<file path="src/rtl/cpu_pkg.sv">
// Shared pipeline types and constants for the CPU datapath.
package cpu_pkg;

   localparam int XLEN = 32;

   // Internal ALU operation codes produced by the ALU-control decode.
   localparam logic [3:0] ALU_AND = 4'b0000;
   localparam logic [3:0] ALU_OR  = 4'b0001;
   localparam logic [3:0] ALU_ADD = 4'b0010;
   localparam logic [3:0] ALU_SUB = 4'b0110;

   // Operand-forwarding selects; 2'b11 also falls back to the register file.
   localparam logic [1:0] FWD_RF  = 2'b00;
   localparam logic [1:0] FWD_WB  = 2'b01;
   localparam logic [1:0] FWD_MEM = 2'b10;

   typedef struct packed {
      logic       WB_reg_write;
      logic       WB_mem_to_reg;
      logic       M_branch;
      logic       M_mem_read;
      logic       M_mem_write;
      logic       EX_ALU_Src;
      logic [1:0] EX_ALU_Op;
   } pipeline_control_t_id_ex;

   typedef struct packed {
      logic [31:0] pc_address;
      logic [31:0] rs1_data;
      logic [31:0] rs2_data;
      logic [31:0] imm;
      logic [3:0]  funct;      // {funct7[5], funct3}
      logic [4:0]  rd;
   } pipeline_data_t_id_ex;

   typedef struct packed {
      logic WB_reg_write;
      logic WB_mem_to_reg;
      logic M_branch;
      logic M_mem_read;
      logic M_mem_write;
   } pipeline_control_t_ex_mem;

   typedef struct packed {
      logic [31:0] branch_target;
      logic        zero;
      logic [31:0] alu_result;
      logic [31:0] store_data;
      logic [4:0]  rd;
   } pipeline_data_t_ex_mem;

endpackage

</file>
<file path="src/rtl/ex_alu.sv">
// ALU-control decode followed by a 32-bit ALU. Purely combinational.
module ex_alu
   import cpu_pkg::*;
(
   input  logic [1:0]  alu_op,
   input  logic [3:0]  funct,
   input  logic [31:0] a,
   input  logic [31:0] b,
   output logic [31:0] result,
   output logic        zero
);

   logic [3:0] alu_ctrl;

   // Map ALU_Op (and funct bits for R-type) onto an internal opcode.
   always_comb begin
      alu_ctrl = ALU_ADD;
      case (alu_op)
         2'b00: alu_ctrl = ALU_ADD;
         2'b01: alu_ctrl = ALU_SUB;
         2'b10: begin
            case (funct)
               4'b0000: alu_ctrl = ALU_ADD;
               4'b1000: alu_ctrl = ALU_SUB;
               4'b0111: alu_ctrl = ALU_AND;
               4'b0110: alu_ctrl = ALU_OR;
               default: alu_ctrl = ALU_ADD;
            endcase
         end
         default: alu_ctrl = ALU_ADD;
      endcase
   end

   // Arithmetic wraps modulo 2^32; no overflow is reported.
   always_comb begin
      result = a + b;
      case (alu_ctrl)
         ALU_ADD: result = a + b;
         ALU_SUB: result = a - b;
         ALU_AND: result = a & b;
         ALU_OR:  result = a | b;
         default: result = a + b;
      endcase
      zero = (result == 32'd0);
   end

endmodule

</file>
<file path="src/rtl/ex_mem_stage.sv">
// Execute stage: operand forwarding, ALU, branch target, and the EX/MEM
// pipeline register with stall (hold) and flush (bubble) from hazard logic.
module ex_mem_stage
   import cpu_pkg::*;
#(
   parameter int XLEN = 32
) (
   input  logic                     clk,
   input  logic                     rst_n,
   input  logic                     id_ex_valid,
   input  pipeline_control_t_id_ex  id_ex_ctrl,
   input  pipeline_data_t_id_ex     id_ex_data,
   input  logic [1:0]               fwd_a,
   input  logic [1:0]               fwd_b,
   input  logic [XLEN-1:0]          wb_result,
   input  logic [XLEN-1:0]          mem_alu_result,
   input  logic                     stall,
   input  logic                     flush,
   output logic                     ex_mem_valid,
   output pipeline_control_t_ex_mem ex_mem_ctrl,
   output pipeline_data_t_ex_mem    ex_mem_data
);

   logic [31:0]              op_a;
   logic [31:0]              fwd_rs2;
   logic [31:0]              op_b;
   logic [31:0]              alu_result;
   logic                     alu_zero;
   pipeline_control_t_ex_mem ctrl_next;
   pipeline_data_t_ex_mem    data_next;

   // Forwarding muxes; 2'b11 is treated the same as the register file.
   always_comb begin
      case (fwd_a)
         FWD_WB:  op_a = wb_result;
         FWD_MEM: op_a = mem_alu_result;
         default: op_a = id_ex_data.rs1_data;
      endcase
      case (fwd_b)
         FWD_WB:  fwd_rs2 = wb_result;
         FWD_MEM: fwd_rs2 = mem_alu_result;
         default: fwd_rs2 = id_ex_data.rs2_data;
      endcase
      op_b = id_ex_ctrl.EX_ALU_Src ? id_ex_data.imm : fwd_rs2;
   end

   ex_alu u_alu (
      .alu_op (id_ex_ctrl.EX_ALU_Op),
      .funct  (id_ex_data.funct),
      .a      (op_a),
      .b      (op_b),
      .result (alu_result),
      .zero   (alu_zero)
   );

   // Next EX/MEM contents; a non-valid instruction carries no control.
   always_comb begin
      ctrl_next = '0;
      if (id_ex_valid) begin
         ctrl_next.WB_reg_write  = id_ex_ctrl.WB_reg_write;
         ctrl_next.WB_mem_to_reg = id_ex_ctrl.WB_mem_to_reg;
         ctrl_next.M_branch      = id_ex_ctrl.M_branch;
         ctrl_next.M_mem_read    = id_ex_ctrl.M_mem_read;
         ctrl_next.M_mem_write   = id_ex_ctrl.M_mem_write;
      end
      data_next.branch_target = id_ex_data.pc_address + (id_ex_data.imm << 1);
      data_next.zero          = alu_zero;
      data_next.alu_result    = alu_result;
      data_next.store_data    = fwd_rs2;
      data_next.rd            = id_ex_data.rd;
   end

   // EX/MEM register: flush beats stall; data still loads on a flush.
   always_ff @(posedge clk or negedge rst_n) begin
      if (!rst_n) begin
         ex_mem_valid <= 1'b0;
         ex_mem_ctrl  <= '0;
         ex_mem_data  <= '0;
      end else if (flush) begin
         ex_mem_valid <= 1'b0;
         ex_mem_ctrl  <= '0;
         ex_mem_data  <= data_next;
      end else if (!stall) begin
         ex_mem_valid <= id_ex_valid;
         ex_mem_ctrl  <= ctrl_next;
         ex_mem_data  <= data_next;
      end
   end

endmodule

</file>
<file path="config.mk">
export PLATFORM = sky130hd
export DESIGN_NAME = ex_mem_stage
export DESIGN_NICKNAME = d
export VERILOG_FILES = /design/src/rtl/cpu_pkg.sv /design/src/rtl/ex_alu.sv /design/src/rtl/ex_mem_stage.sv
export SDC_FILE = /design/constraint.sdc
export NUM_CORES = 1
export LEC_CHECK = 0
export CORE_MARGIN = 5
export CORE_UTILIZATION = 45
export CTS_BUF_LIST = sky130_fd_sc_hd__clkbuf_4 sky130_fd_sc_hd__clkbuf_8
export CTS_CLUSTER_DIAMETER = 100
export DETAILED_ROUTE_END_ITERATION = 10
export PLACE_DENSITY_LB_ADDON = 0.2
export SLEW_MARGIN = 20
export SYNTH_ARGS = -nofsm -noshare
export SYNTH_HDL_FRONTEND = slang
export SYNTH_SLANG_ARGS = --single-unit
export TNS_END_PERCENT = 5
</file>
<file path="constraint.sdc">
create_clock -name clk -period 0.8 [get_ports clk]
set_input_delay 0.08 -clock clk [delete_from_list [all_inputs] [get_ports clk]]
set_output_delay 0.08 -clock clk [all_outputs]
set_load 0.02 [all_outputs]
</file>
==> reports/qor.txt <==
hold_sp: id_ex_data[106]
Mapped Area: 0.01063 mm2
beginning of the critical path: mem_alu_result[3]
R2R Setup Slk: -0.02 ns
Post-Place Worst Slack: -5.116 ns
Crit Path Max Fanout: 4
vias per cell: 5.993
Die Area: 0.02680 mm2
multi-input logic area: 0.008800 mm2
post-synth cell types: 79
# setup viols final: 202
Post-Syn Nets: 1692
Final Max Tran Viols: 0
largest net degree at the start of global routing: 53
Async SR Flop Fraction: 100.0%
FMAX: 198.1 MHz
max-cap check violation count: 0
Synth-to-Final Area Change: 81.22%
clock latency on the worst-skew pair: 0.43 ns
minimum clock period: 5.048 ns
Final period util: 630.9%
Avg WL per Cell: 21.72 um
initial antenna violation count: 5
top_reg_cell synth: dfrtp_1
post-route ant nets: 0
HP Class: primary input to flip-flop
DRC: 0
Post-Syn Area per Cell: 7.621 um2
initial DRC count: 1244
Internal Pwr Total: 19.54 mW
Startpoint Class: primary input
Worst Reg-to-Reg Cells: 3
initial core utilization: 45.43%
area of all sequential standard cells: 0.002705 mm2
commonest non-fill, non-tap cell in the layout: buf_4
routability cong.: 1.042
CP endpoint: ex_mem_data[69]
CTS tree: yes
switching pwr: 14.92 mW
first-pass GRT wire length: 77460 um
Sum Neg Setup Slack: -169.79 ns
RSZ-0062 raised after global routing: true
GRT Util Overall: 36.75%
power share of the combinational group: 67.5%
post-DP HPWL: 40550 um
failing checks: negative setup slack
Post-Synthesis Cells: 1395
clock slew at reported path FFs: 0.12 ns
final worst slack: -4.248 ns
Post-synth EDFFs: 0
Synth Warn #: 0
Worst Path Arrival: 5.40 ns
TritonCTS Buffers: 9
Reg-to-Reg Start: ex_mem_data[88]
width of the die: 163.7 um
H-tree levels: 3
Clock power frac: 10.6%
site row count: 56
Power Density: 1788 mW/mm2
Post-DP Area: 0.01758 mm2
Finished Cell Area: 0.01927 mm2
Clock Tree Buf Depth: 2
Final Hold Fails: 0
hold_ws: 0.05043 ns
core area: 0.02340 mm2
Sw Share: 43.30%
total number of vias: 14740
Seq/Total Area, Yosys: 25.42%
Fillers: 1532
Worst Skew: 0 ns
crit end category: flip-flop
CP required: 1.16 ns
final wirelength: 53430 um
IO Pins: 326
Final Non-Filler Cells: 2460
vias in the first global route: 14800
share of cells above drive strength 1: 39.09%
Root Buffer: clkbuf_8
final net count: 2429
PortBufs: 325
CTS Sinks: 108
placed insts: 2397
DIE HEIGHT: 163.7 um
type of the worst setup path: primary input to flip-flop
Worst Tran Pin Value: 0.6996 ns
share of power burned in registers: 21.8%
Pleak: 8.777 nW
global route overflow: 0
number of iterations in the first detailed-routing pass: 8
status: complete, but fails checks
commonest cells after routing, fill and taps aside: buf_4, clkdlybuf4s50_1, nand2_1
Peak VDD IR: 1.120 mV
Yosys reg bits: 108
worst r2r dst: ex_mem_data[88]
Max-slew headroom: 52.86%
-- power groups by stage --
stage / sequential [mW] / clock [mW] / combinational [mW]
finish: 7.52 / 3.67 / 23.3
detailed placement: 7.47 / 0 / 20.4
floorplan: 8.86 / 0 / 8.13
global route: 7.65 / 3.84 / 24.7
CTS: 7.39 / 3.63 / 21.7
global placement: 7.43 / 0 / 20.1
-- layout make-up --
| class | instances | share of cell area, % |
|---|---|---|
| Antenna cell | 5 | 0.06494 |
| Multi-Input combinational cell | 1168 | 45.67 |
| Inverter | 37 | 0.7988 |
| Tap cell | 319 | 2.072 |
| Timing Repair Buffer | 808 | 36.39 |
| Clock inverter | 6 | 0.3182 |
| Sequential cell | 108 | 14.04 |
| Clock buffer | 9 | 0.6429 |
-- cells by family after synthesis --
logic type	Yosys count	synth area share (%)
AO/OA/AOI/OAI	507	30.95
buffers and inverters	119	4.296
AND/OR/NAND/NOR	473	20.37
multiplexers	18	1.801
XOR/XNOR	72	5.932
adder cells (fa/ha/maj)	98	11.23
flip-flops	108	25.42
-- synthesized netlist by cell type (all sizes together), types with 16 or more instances --
cell,number,area [um2]
nand2,192,720.7
o21ai,134,670.6
nor2,129,484.2
a21oi,117,585.6
dfrtp,108,2703
ha,77,963.4
clkbuf,61,229.0
a22oi,44,330.3
xnor2,39,341.6
inv,37,138.9
xor2,33,289.0
nor3,26,130.1
a21o,24,180.2
a31oi,24,165.2
o21a,23,172.7
buf,21,88.84
maj3,19,190.2
nand2b,18,112.6
a221o,17,170.2
a211oi,16,125.1
-- worst min-delay path by stage --
stage / endpoint / slack [ns] / cells after the start
after global routing: ex_mem_data[71] / 0.06 / 4
final: ex_mem_data[71] / 0.05 / 4
after CTS: ex_mem_data[67] / 0.06 / 2
after floorplan: ex_mem_ctrl[0] / -0.22 / 0
after detailed placement: ex_mem_data[65] / -0.02 / 1
after global placement: ex_mem_data[65] / -0.02 / 1
-- critical path, cell delays in order --
cell and delay (ns):
clkdlybuf4s50_1 0.48, a221oi_4 0.39, o221ai_2 0.20, a211oi_2 0.19
a22oi_2 0.09, or2_1 0.26, or3_4 0.42, o21ai_4 0.20
nand2_1 0.09, xnor2_1 0.13, ha_1 0.38, a21oi_4 0.17
o21ai_2 0.08, a211oi_2 0.16, nor2_1 0.09, or4_1 0.43
a31oi_2 0.19, a2111oi_1 0.07, or3b_1 0.36, or4_1 0.42
or4_1 0.41, o21ai_1 0.12
-- through the flow --
step           power [mW]  util (%)
2_1_floorplan       16.99         -
3_3_place_gp        27.50     75.13
3_5_place_dp        27.86     75.13
4_1_cts             32.68     79.53
5_1_grt             36.19     82.29
6_report            34.45     82.32
-- per-layer routing --
layer / wire length, um / vias to the layer above / global-route usage (%)
li1: - / 6612 / -
met2: 25730 / 952 / 64.13
met4: 3980 / 2 / 22.65
met1: 18650 / 6878 / 41.26
met3: 5051 / 299 / 7.152
met5: 20 / - / 0
-- state kept, by name, indices dropped and copies added (netlist names) --
register / count
ex_mem_valid: 1
ex_mem_ctrl: 5
ex_mem_data: 102
-- repair_timing --
| action | 4_1_cts | 5_1_grt |
|---|---|---|
| endpoints found under the setup margin | 210 | 210 |
| resized for setup | 600 | 203 |
| endpoints found under the hold margin | 108 | 6 |
| hold buffers | 1 | 1 |
| buffers inserted | 47 | 14 |
| pin swaps | 85 | 74 |
Power figures use the tool's default switching activity.
